===== src/rtl/lc3_pc_pkg.sv =====
// Shared LC-3 program-counter definitions: next-PC source encodings used by
// the control FSM and the default address width / user-space start vector.
package lc3_pc_pkg;

    localparam int          LC3_ADDR_W     = 16;
    localparam logic [15:0] LC3_USER_START = 16'h3000;

    localparam logic [1:0] PC_SRC_INC = 2'b00;
    localparam logic [1:0] PC_SRC_BUS = 2'b01;
    localparam logic [1:0] PC_SRC_JMP = 2'b10;
    localparam logic [1:0] PC_SRC_RAS = 2'b11;

endpackage : lc3_pc_pkg


===== src/rtl/lc3_ras.sv =====
// Return-address stack as a circular buffer with a top pointer; on overflow the
// oldest entry is overwritten so pops still return the most recent DEPTH pushes.
module lc3_ras #(
    parameter  int WIDTH = 16,
    parameter  int DEPTH = 4,
    localparam int PW    = $clog2(DEPTH),
    localparam int CW    = PW + 1
) (
    input  logic             clk,
    input  logic             rst,
    input  logic             push,
    input  logic             pop,
    input  logic [WIDTH-1:0] din,
    output logic [WIDTH-1:0] top,
    output logic [CW-1:0]    count,
    output logic             empty,
    output logic             full,
    output logic             ovf_evt,
    output logic             unf_evt
);

    logic [WIDTH-1:0] mem_q [DEPTH];
    logic [PW-1:0]    ptr_q, ptr_d, wr_ptr;
    logic [CW-1:0]    count_q, count_d;
    logic             wr_en;

    assign empty = (count_q == '0);
    assign full  = (count_q == CW'(DEPTH));
    assign count = count_q;
    assign top   = mem_q[ptr_q];

    // NOTE: every always_comb output gets a default first so no path leaves it unassigned (no latch).
    always_comb begin
        ptr_d   = ptr_q;
        count_d = count_q;
        wr_en   = 1'b0;
        wr_ptr  = ptr_q;
        ovf_evt = 1'b0;
        unf_evt = 1'b0;
        if (push && pop) begin
            // Replace the top in place; an empty stack gains its first entry.
            wr_en = 1'b1;
            if (empty) begin
                unf_evt = 1'b1;
                count_d = CW'(1);
            end
        end else if (push) begin
            ptr_d  = ptr_q + 1'b1;
            wr_ptr = ptr_q + 1'b1;
            wr_en  = 1'b1;
            if (full) ovf_evt = 1'b1;
            else      count_d = count_q + 1'b1;
        end else if (pop) begin
            if (empty) begin
                unf_evt = 1'b1;
            end else begin
                ptr_d   = ptr_q - 1'b1;
                count_d = count_q - 1'b1;
            end
        end
    end

    // NOTE: sequential state uses non-blocking assignments so all registers update from pre-edge values.
    always_ff @(posedge clk) begin
        if (rst) begin
            ptr_q   <= '0;
            count_q <= '0;
        end else begin
            ptr_q   <= ptr_d;
            count_q <= count_d;
        end
    end

    // NOTE: the buffer is not reset; entries beyond count are never observed, so reset would only cost flops.
    always_ff @(posedge clk) begin
        if (wr_en) mem_q[wr_ptr] <= din;
    end

endmodule : lc3_ras


===== src/rtl/lc3_pc_unit.sv =====
// LC-3 program counter: gated PC register, next-PC mux, return-address stack
// qualification and sticky overflow/underflow flags.
module lc3_pc_unit
    import lc3_pc_pkg::*;
#(
    parameter int               WIDTH     = LC3_ADDR_W,
    parameter logic [WIDTH-1:0] RESET_VEC = WIDTH'(LC3_USER_START),
    parameter int               RAS_DEPTH = 4
) (
    input  logic                         clk,
    input  logic                         rst,
    input  logic                         ld_pc,
    input  logic [1:0]                   pc_mux,
    input  logic [WIDTH-1:0]             cpu_bus,
    input  logic [WIDTH-1:0]             jmp_addr,
    input  logic                         push,
    input  logic                         clr_err,
    output logic [WIDTH-1:0]             o_pc,
    output logic [WIDTH-1:0]             o_pc_inc,
    output logic [$clog2(RAS_DEPTH):0]   ras_count,
    output logic                         ras_empty,
    output logic                         ras_full,
    output logic                         ras_ovf,
    output logic                         ras_unf
);

    logic [WIDTH-1:0] pc_q, pc_d, ras_top;
    logic             ovf_q, ovf_d, unf_q, unf_d;
    logic             ras_push, ras_pop, ovf_evt, unf_evt;

    assign ras_push = ld_pc && push;
    assign ras_pop  = ld_pc && (pc_mux == PC_SRC_RAS);
    assign o_pc_inc = pc_q + 1'b1;

    lc3_ras #(
        .WIDTH (WIDTH),
        .DEPTH (RAS_DEPTH)
    ) u_ras (
        .clk     (clk),
        .rst     (rst),
        .push    (ras_push),
        .pop     (ras_pop),
        .din     (o_pc_inc),
        .top     (ras_top),
        .count   (ras_count),
        .empty   (ras_empty),
        .full    (ras_full),
        .ovf_evt (ovf_evt),
        .unf_evt (unf_evt)
    );

    always_comb begin
        pc_d = pc_q;
        if (ld_pc) begin
            unique case (pc_mux)
                PC_SRC_INC: pc_d = o_pc_inc;
                PC_SRC_BUS: pc_d = cpu_bus;
                PC_SRC_JMP: pc_d = jmp_addr;
                PC_SRC_RAS: pc_d = ras_empty ? pc_q : ras_top;
            endcase
        end
        // A new error event wins over a same-cycle clear.
        ovf_d = ovf_evt || (ovf_q && !clr_err);
        unf_d = unf_evt || (unf_q && !clr_err);
    end

    always_ff @(posedge clk) begin
        if (rst) begin
            pc_q  <= RESET_VEC;
            ovf_q <= 1'b0;
            unf_q <= 1'b0;
        end else begin
            pc_q  <= pc_d;
            ovf_q <= ovf_d;
            unf_q <= unf_d;
        end
    end

    assign o_pc    = pc_q;
    assign ras_ovf = ovf_q;
    assign ras_unf = unf_q;

endmodule : lc3_pc_unit


===== config.mk =====
export PLATFORM = sky130hd
export DESIGN_NAME = lc3_pc_unit
export DESIGN_NICKNAME = d
export VERILOG_FILES = /design/src/rtl/lc3_pc_pkg.sv /design/src/rtl/lc3_ras.sv /design/src/rtl/lc3_pc_unit.sv
export SDC_FILE = /design/constraint.sdc
export NUM_CORES = 1
export LEC_CHECK = 0
export ABC_AREA = 1
export BUFFER_PORTS_ARGS = -buffer_cell sky130_fd_sc_hd__buf_2
export CORE_MARGIN = 2
export CORE_UTILIZATION = 35
export CTS_BUF_LIST = sky130_fd_sc_hd__clkbuf_2
export DETAILED_ROUTE_END_ITERATION = 12
export HOLD_SLACK_MARGIN = 0.08
export PLACE_DENSITY = 0.64
export SLEW_MARGIN = 20
export SYNTH_ARGS = -nofsm -noshare
export SYNTH_HDL_FRONTEND = slang
export SYNTH_SLANG_ARGS = --single-unit

===== constraint.sdc =====
create_clock -name clk -period 3.8 [get_ports clk]
set_input_delay 0.57 -clock clk [delete_from_list [all_inputs] [get_ports clk]]
set_output_delay 0.57 -clock clk [all_outputs]
set_load 0.05 [all_outputs]

==> impl_metrics.env, run 1 <==
export IMPL_drc=0
export IMPL_ys_warn_count=0
export IMPL_path_cells="ha_1 -> nand2_1 -> nor2_4 -> nand2_1 -> inv_1 -> nand3b_1 -> nand2_1 -> buf_2"
export IMPL_die_height_um=116.6
export IMPL_p_sw_frac=0.3613
export IMPL_synth_area_leaders="edfxtp_1 (43%), nand2_1 (15%), dfxtp_1 (11%)"
export IMPL_comb_power_share=0.253
export IMPL_cts_resized=0
export IMPL_cts_buffer_depth=2
export IMPL_insertion_delay_ns=0.56
export IMPL_cts_made_buffers=9
export IMPL_p_sw_mw=0.7902
export IMPL_grt_use_total=0.1834
export IMPL_synthCells=538
export IMPL_cts_hold_buf=0
export IMPL_layout_drive_gt1_share=0.1723
export IMPL_yosys_cell_types_count=28
export IMPL_cpLargestDelayFamily="simple AND/OR/NAND/NOR gates"
export IMPL_finalClockSkew_ns=0.03075
export IMPL_antenna_cells=0
export IMPL_synth_edf_count=64
export IMPL_cp_data_required_time_ns=3.23
export IMPL_dieArea_um2=13600
export IMPL_grt_max_degree=37
export IMPL_critPathMaxStageDelay_ns=0.48
export IMPL_clock_sinks=89
export IMPL_ys_ff_latch=89
export IMPL_die_width_um=116.6
export IMPL_vias=3921
export IMPL_final_nets=661
export IMPL_finalHoldViolations=0
export IMPL_vias_per_cell=4.945
export IMPL_p_int_mw=1.397
export IMPL_nFillCells=1279
export IMPL_start_util=0.3546
export IMPL_syn_area_um2=4438
export IMPL_yosys_cell_count_top_type="nand2_1"
export IMPL_core_um2=12520
export IMPL_setup_slack_ns=0.7978
export IMPL_ys_flop_type="edfxtp_1"
export IMPL_netlist_top_cell_by_area="edfxtp_1"
export IMPL_cp_slowest_cell="dfxtp_1"
export IMPL_cts_tree="built"
export IMPL_worst_path_stages=8
export IMPL_htree_num_levels=3
export IMPL_power_leakage_nw=2.271
export IMPL_io_pins=78
export IMPL_syn_nets=583
export IMPL_p_total_mw=2.187
export IMPL_min_period_ns=3.002
export IMPL_wire_per_inst_um=15.20
export IMPL_status="complete, no violations"
export IMPL_dp_hpwl_mm=8.930
export IMPL_crit_buf_inv=2
export IMPL_clkPwrFrac=0.219
export IMPL_period_share=0.7900
export IMPL_crit_type="reg2out"
export IMPL_path_max_fanout=6
export IMPL_hp_class="in2reg"
export IMPL_rsz0062_at_grt="false"
export IMPL_first_pass_iters=5
export IMPL_ys_seq_area_frac=0.5458
export IMPL_grt_antenna_before_repair=0
export IMPL_port_buffers=77
export IMPL_cts_setup_buffers=0
export IMPL_p_per_area_nw_per_um2=427.2
export IMPL_rows=41
export IMPL_wl_mm=12.06
export IMPL_slew_headroom=0.5083
export IMPL_area_growth_pct=15.37
export IMPL_clkSlewWorstSetupHoldPaths_ns=0.22
export IMPL_crit_start="o_pc[0]$_SDFFE_PP0P_"
export IMPL_crit_top_cell="nand2_1"
export IMPL_r2r_cells=6
export IMPL_first_global_vias=3528
export IMPL_grt_pass1_wl_mm=18.53
export IMPL_worst_pin_slew_ns=0.7366
export IMPL_dp_slack_ns=0.7414
export IMPL_max_freq_ghz=0.3331
export IMPL_maxSlewViolCount=0
export IMPL_setup_viol=0
export IMPL_critPathCaptureType="primary output"
export IMPL_antenna_left=0
export IMPL_utilization=0.4090
export IMPL_maxCapViolCount=0
export IMPL_yosys_area_top_type_share=0.4330
export IMPL_synth_common_cells="nand2_1 (174), nand3_1 (68), edfxtp_1 (64), inv_1 (47), nor2_1 (47)"
export IMPL_ir_worst_vdd_v=0.0001914
export IMPL_gp_congestion=0.9321
export IMPL_seqPwrFrac=0.528
export IMPL_drt_initial_drc_count=279
export IMPL_syn_area_per_cell_um2=8.249
export IMPL_hold_start="clr_err"
export IMPL_synthArstFlopShare=0
export IMPL_startpoint_type="flop"
export IMPL_cts_root_buf="clkbuf_2"
export IMPL_setup_tns_ns=0
export IMPL_grt_remaining_overflow=0
export IMPL_worstPathArrival_ns=2.43
export IMPL_min_path_cells=4
-- power groups by stage --
stage	clock network, mW	registers [mW]	logic, mW
floorplan	0	1.23	0.329
global placement	0	1.17	0.543
detailed placement	0	1.17	0.550
CTS	0.485	1.15	0.552
global route	0.526	1.16	0.602
finish	0.480	1.15	0.553
-- worst reg2reg max path, stage by stage (launching register included) --
cell and delay [ns]:
dfxtp_1 0.84, inv_1 0.40, nand3_1 0.21, nand3_1 0.12
nand3_1 0.14, nand2_1 0.07, a21oi_1 0.11
-- cell families (layout without fill, tap and decap cells) --
logic type / count (synthesis) / count (layout) / synth area share
simple gates: 306 / 306 / 0.2907
xor+xnor: 4 / 4 / 0.007893
flops: 89 / 89 / 0.5458
fa+ha+maj: 6 / 6 / 0.01692
buf+inv: 69 / 152 / 0.06372
mux: 1 / 1 / 0.002256
compound gates: 63 / 63 / 0.07274
-- registers in the layout, indices dropped and copies added, names as in the netlist, named ones only --
name and cells:
o_pc 16, ras_ovf 1, ras_unf 1, u_ras.count 3, u_ras.mem_q 64, u_ras.ptr_q 2
-- path summary, 6_finish.rpt --
kind / to / slack, ns
worst min-delay path: ras_ovf$_SDFF_PP0_ / 0.35
worst max-delay path: o_pc_inc[12] / 0.80
worst max register to register: o_pc[4]$_SDFFE_PP0P_ / 1.87
worst min register to register: o_pc[1]$_SDFFE_PP0P_ / 0.54
-- cell usage in the layout, fill, tap and decap left out --
| master | count |
|---|---|
| a32oi_1 | 1 |
| buf_4 | 7 |
| nand3_1 | 68 |
| and2_1 | 5 |
| clkinv_4 | 2 |
| o21ai_0 | 28 |
| nand4_1 | 3 |
| xor2_1 | 4 |
| inv_1 | 47 |
| clkbuf_2 | 9 |
| nand2_2 | 2 |
| clkinv_1 | 4 |
| a21oi_1 | 31 |
| nor2_1 | 47 |
| nor2_4 | 2 |
| clkinvlp_4 | 2 |
| nor2_2 | 1 |
| o21ai_1 | 1 |
| edfxtp_1 | 64 |
| ha_1 | 6 |
| inv_2 | 2 |
| o21a_1 | 1 |
| bufinv_16 | 1 |
| a31oi_1 | 1 |
| nand3b_1 | 3 |
| dfxtp_1 | 25 |
| clkinv_2 | 1 |
| mux2i_1 | 1 |
| nand2_1 | 174 |
| buf_2 | 77 |
| or2_2 | 1 |
-- layout make-up --
cell class	count	area [um^2]	share of cell area
Clock buffer	9	45.04	0.008798
Clock inverter	7	71.32	0.01393
Inverter	52	195.2	0.03812
Multi-Input combinational cell	380	1733	0.3385
Sequential cell	89	2422	0.4731
Tap cell	172	215.2	0.04203
Timing Repair Buffer	84	437.9	0.08553
-- per-layer routing --
layer  GRT usage  wire [um]  up-vias
li1            -          -     1936
met1      0.2589       5517     1836
met2      0.2860       5522      135
met3     0.03996        808       14
met4     0.05176        208        0
met5           0          0        -
-- per-stage QoR --
| step | area, um^2 | hold slack (ns) | std cells |
|---|---|---|---|
| after floorplan | 4438 | 0.5472 | 538 |
| after global placement | 5004 | 0.5012 | 777 |
| after detailed placement | 5004 | 0.5079 | 777 |
| after CTS | 5120 | 0.3312 | 793 |
| after global routing | 5120 | 0.3080 | 793 |
| final | 5120 | 0.3534 | 793 |
Power figures use the tool's default switching activity.
==> run 2, diff against run 1 <==
- clock period: 3.8 -> 2.8 ns (I/O delays scaled with it)
==> run 2 against run 1 <==
  * Combinational power rose by 38%
  * Critical path depth did not move
  * Hold slack got worse by 0.16 ns
  * Final area rose by 0.90%
  * Count of clock-buffer cells in the layout did not move
  * First-iteration DRC count fell by 20%
  * Power rose by 36%
  * Sequential share of layout area fell by 0.23 points
==> impl_metrics.env, run 2 (synthesis results as in run 1) <==
export IMPL_grt_remaining_overflow=0
export IMPL_htree_num_levels=3
export IMPL_seqPwrFrac=0.522
export IMPL_die_width_um=116.6
export IMPL_dp_hpwl_mm=8.778
export IMPL_status="complete, no violations"
export IMPL_rows=41
export IMPL_layout_common_cells="nand2_1 (173), buf_2 (72), nand3_1 (68)"
export IMPL_core_um2=12520
export IMPL_first_pass_iters=5
export IMPL_hp_class="in2reg"
export IMPL_drt_initial_drc_count=224
export IMPL_power_leakage_nw=2.299
export IMPL_grt_max_degree=36
export IMPL_setup_viol=0
export IMPL_largest_register_ffs=64
export IMPL_antenna_cells=0
export IMPL_period_share=0.9456
export IMPL_p_sw_mw=1.074
export IMPL_cts_made_buffers=9
export IMPL_p_per_area_nw_per_um2=577.4
export IMPL_dr_wl_met3_um=793
export IMPL_comb_power_share=0.257
export IMPL_finalHoldViolations=0
export IMPL_finalClockSkew_ns=0.02966
export IMPL_vias_per_cell=4.918
export IMPL_antenna_left=0
export IMPL_top_register="u_ras.mem_q"
export IMPL_dpl_instance_area_um2=5026
export IMPL_drc=0
export IMPL_min_period_ns=2.648
export IMPL_setup_tns_ns=0
export IMPL_vias=3915
export IMPL_final_nets=664
export IMPL_hold_ws_ns=0.1914
export IMPL_area_growth_pct=16.41
export IMPL_clkPwrFrac=0.221
export IMPL_cp_data_required_time_ns=2.38
export IMPL_mostFrequentLayoutCell="nand2_1"
export IMPL_port_buffers=77
export IMPL_highest_layer="met4"
export IMPL_cts_buffer_depth=2
export IMPL_crit_type="reg2out"
export IMPL_worstPathArrival_ns=2.23
export IMPL_startpoint_type="flop"
export IMPL_wl_mm=12.29
export IMPL_die_height_um=116.6
export IMPL_clkSlewWorstSetupHoldPaths_ns=0.22
export IMPL_grt_pass1_wl_mm=18.89
export IMPL_maxSlewViolCount=0
export IMPL_slew_headroom=0.5344
export IMPL_wl_met1_mm=5.353
export IMPL_p_sw_frac=0.3600
export IMPL_grt_antenna_before_repair=0
export IMPL_utilization=0.4127
export IMPL_first_global_vias=3687
export IMPL_clock_sinks=89
export IMPL_insertion_delay_ns=0.56
export IMPL_p_int_mw=1.909
export IMPL_grt_use_total=0.1862
export IMPL_maxCapViolCount=0
export IMPL_ir_worst_vdd_v=0.0002017
export IMPL_cts_hold_buf=0
export IMPL_cts_tree="built"
export IMPL_worst_pin_slew_ns=0.6959
export IMPL_wire_per_inst_um=15.44
export IMPL_dieArea_um2=13600
export IMPL_wl_met2_mm=5.826
export IMPL_final_area_um2=5166
export IMPL_critPathCaptureType="primary output"
export IMPL_path_max_fanout=6
export IMPL_io_pins=78
export IMPL_max_freq_ghz=0.3777
export IMPL_gp_congestion=0.9596
export IMPL_start_util=0.3546
export IMPL_layout_drive_gt1_share=0.1875
export IMPL_cts_root_buf="clkbuf_2"
run 2: cell types whose count changed in the layout (fill, tap and decap cells not counted), moves of 2 or more:
cell and change:
buf_4 +7, clkinvlp_4 -2, dfxtp_1 -6, dfxtp_2 +5, buf_2 -5
run 2: critical path, stage by stage, from the launching register on:
cell     delay, ns
dfxtp_4       0.42
ha_1          0.21
nand2_1       0.13
nor2_4        0.20
nand2_1       0.12
inv_1         0.10
nand2_1       0.06
and2_1        0.21
buf_4         0.22
run 2: final timing paths:
check,from,endpoint,slack [ns],cells past startpoint
worst min register to register,o_pc[1]$_SDFFE_PP0P_,o_pc[1]$_SDFFE_PP0P_,0.51,2
worst max-delay path,o_pc[0]$_SDFFE_PP0P_,o_pc_inc[10],0.15,8
worst min-delay path,clr_err,ras_ovf$_SDFF_PP0_,0.19,4
worst max register to register,u_ras.ptr_q[0]$_SDFFE_PP0N_,u_ras.mem_q[2][4]$_DFFE_PP_,0.88,7
run 2: final cells by class:
| class | count | area, um^2 |
|---|---|---|
| Sequential cell | 89 | 2432 |
| Fill cell | 1281 | 7351 |
| Inverter | 52 | 195.2 |
| Clock inverter | 7 | 70.07 |
| Clock buffer | 9 | 45.04 |
| Tap cell | 172 | 215.2 |
| Multi-Input combinational cell | 380 | 1735 |
| Timing Repair Buffer | 87 | 473.0 |
run 2: timing repair:
item | CTS | global route
endpoints found under the hold margin | 0 | 0
setup buffers | 0 | 0
gates resized for setup | 2 | 15
gates cloned | 0 | 0
endpoints found under the setup margin | 1 | 6
run 2: stage by stage:
step           setup slack, ns  cells  power [mW]
2_1_floorplan           0.1834    538       2.117
3_3_place_gp            0.4261    780       2.325
3_5_place_dp            0.3323    780       2.343
4_1_cts              0.0005518    796       2.989
5_1_grt               -0.01662    796       3.128
6_report                0.1524    796       2.983
run 2: power groups by stage:
| stage | clock, mW | combinational [mW] | sequential, mW |
|---|---|---|---|
| floorplan | 0 | 0.447 | 1.67 |
| global placement | 0 | 0.745 | 1.58 |
| detailed placement | 0 | 0.758 | 1.58 |
| CTS | 0.672 | 0.761 | 1.56 |
| global route | 0.723 | 0.837 | 1.57 |
| finish | 0.660 | 0.765 | 1.56 |
run 2: metal layers:
layer	up-vias	GRT usage
li1	1934	-
met1	1825	0.2484
met2	133	0.2930
met3	23	0.04100
met4	0	0.08078
met5	-	0
==> run 3, diff against run 2 <==
- CORE_UTILIZATION: 35 -> 50
- CTS_BUF_LIST: sky130_fd_sc_hd__clkbuf_2 -> unset
- PLACE_DENSITY: 0.64 -> 0.83
==> run 3 against run 2 <==
  * Final area is essentially flat
  * Combinational power decreased by 3%
  * Flip-flop and latch count did not move
  * Hold slack improved by 0.19 ns
  * Wire length fell by 3.7%
  * Register-to-register slack lost 0.17 ns
  * Non-clock buffer count grew 3
==> impl_metrics.env, run 3 (synthesis results as in run 1) <==
export IMPL_antenna_cells=0
export IMPL_io_pins=78
export IMPL_htree_num_levels=3
export IMPL_critPathCaptureType="primary output"
export IMPL_die_width_um=98.21
export IMPL_cts_root_buf="clkbuf_8"
export IMPL_cts_tree="built"
export IMPL_comb_power_share=0.233
export IMPL_maxCapViolCount=0
export IMPL_cp_data_required_time_ns=2.38
export IMPL_drt_initial_drc_count=377
export IMPL_layout_drive_gt1_share=0.1818
export IMPL_finalHoldViolations=0
export IMPL_antenna_left=0
export IMPL_p_sw_frac=0.3387
export IMPL_min_path_cells=4
export IMPL_final_area_um2=5170
export IMPL_ir_worst_vdd_v=0.0002318
export IMPL_clkSlewWorstSetupHoldPaths_ns=0.09
export IMPL_grt_antenna_before_repair=0
export IMPL_first_pass_iters=6
export IMPL_p_sw_mw=1.082
export IMPL_min_period_ns=2.629
export IMPL_seqPwrFrac=0.488
export IMPL_status="complete, no violations"
export IMPL_first_global_vias=3865
export IMPL_path_cells="ha_1 -> nand2_1 -> nor2_4 -> buf_4 -> nand2_1 -> nand2_1 -> and2_1 -> buf_2"
export IMPL_grt_use_total=0.2552
export IMPL_clock_sinks=89
export IMPL_top_register="u_ras.mem_q"
export IMPL_grt_max_degree=36
export IMPL_hold_ws_ns=0.3806
export IMPL_dpl_instance_area_um2=4946
export IMPL_vias=4002
export IMPL_cp_slowest_cell="dfxtp_1"
export IMPL_max_freq_ghz=0.3804
export IMPL_insertion_delay_ns=0.37
export IMPL_r2r_cells=6
export IMPL_grt_remaining_overflow=0
export IMPL_setup_tns_ns=0
export IMPL_slew_headroom=0.5411
export IMPL_cts_made_buffers=9
export IMPL_wire_per_inst_um=16.11
export IMPL_p_per_area_nw_per_um2=617.8
export IMPL_setup_slack_ns=0.1711
export IMPL_maxSlewViolCount=0
export IMPL_area_growth_pct=16.49
export IMPL_rows=34
export IMPL_dp_slack_ns=0.2272
export IMPL_layout_common_cells="nand2_1 (174), buf_2 (77), nand3_1 (68)"
export IMPL_start_util=0.5114
export IMPL_dieArea_um2=9645
export IMPL_die_height_um=98.21
export IMPL_setup_viol=0
export IMPL_hp_class="in2reg"
export IMPL_worst_pin_slew_ns=0.6838
export IMPL_nFillCells=757
export IMPL_crit_top_cell="nand2_1"
export IMPL_grt_pass1_wl_mm=19.00
export IMPL_period_share=0.9389
export IMPL_wl_mm=11.84
export IMPL_startpoint_type="flop"
export IMPL_final_nets=667
export IMPL_p_total_mw=3.194
export IMPL_dp_hpwl_mm=8.441
export IMPL_crit_type="reg2out"
export IMPL_cts_buffer_depth=2
export IMPL_port_buffers=77
export IMPL_gp_congestion=0.8865
export IMPL_critPathMaxStageDelay_ns=0.43
export IMPL_vias_per_cell=5.445
export IMPL_worstPathArrival_ns=2.21
export IMPL_power_leakage_nw=2.326
export IMPL_rsz0062_at_grt="false"
export IMPL_p_int_mw=2.112
export IMPL_mostFrequentLayoutCell="nand2_1"
export IMPL_core_um2=8678
export IMPL_drc=0
export IMPL_path_max_fanout=6
export IMPL_finalClockSkew_ns=0.01572
export IMPL_largest_register_ffs=64
export IMPL_clkPwrFrac=0.279
==> run 3: final timing paths <==
path	from	endpoint	slack [ns]
hold / removal	clr_err	ras_ovf$_SDFF_PP0_	0.38
setup / recovery	o_pc[0]$_SDFFE_PP0P_	o_pc_inc[8]	0.17
hold reg to reg	o_pc[1]$_SDFFE_PP0P_	o_pc[1]$_SDFFE_PP0P_	0.53
setup reg to reg	u_ras.count[2]$_SDFFE_PP0P_	o_pc[11]$_SDFFE_PP0P_	0.71
==> run 3: power by group through the flow <==
| stage | combinational, mW | sequential [mW] | clock (mW) |
|---|---|---|---|
| 6_report | 0.745 | 1.56 | 0.891 |
| 2_1_floorplan | 0.447 | 1.67 | 0 |
| 5_1_grt | 0.816 | 1.57 | 0.957 |
| 3_3_place_gp | 0.723 | 1.58 | 0 |
| 3_5_place_dp | 0.741 | 1.59 | 0 |
| 4_1_cts | 0.744 | 1.56 | 0.897 |
==> run 3: per-stage QoR <==
stage | instances | utilization
after floorplan | 538 | -
after global placement | 716 | 0.5699
after detailed placement | 716 | 0.5699
after CTS | 732 | 0.5931
after global routing | 735 | 0.5957
final | 735 | 0.5957
==> run 3: area by class of cell <==
cell class,count,area (um^2),area share
clock buffers,9,123.9,0.02396
multi-input cells,380,1733,0.3352
clock inverters,7,77.57,0.01500
well taps,108,135.1,0.02614
flip-flops and latches,89,2422,0.4685
repair buffers,90,483.0,0.09342
inverters,52,195.2,0.03775
==> run 3: timing repair <==
action / CTS / global route
endpoints found under the setup margin: 0 / 1
hold buffers: 0 / 0
resized for setup: 0 / 0
setup buffers: 0 / 3
==> run 3: metal layers <==
metal	part of all wire	vias up	GRT usage
li1	-	1944	-
met1	0.40	1842	0.3464
met2	0.49	193	0.4210
met3	0.096	23	0.03579
met4	0.014	0	0.09378
met5	0	-	0
==> run 3: critical path: cells and delay by family, from the launching register on <==
family	cells	cell delay (ns)
adders and majority gates	1	0.26
and+or+nand+nor	5	0.70
DFF	1	0.43
buffers and inverters	2	0.45
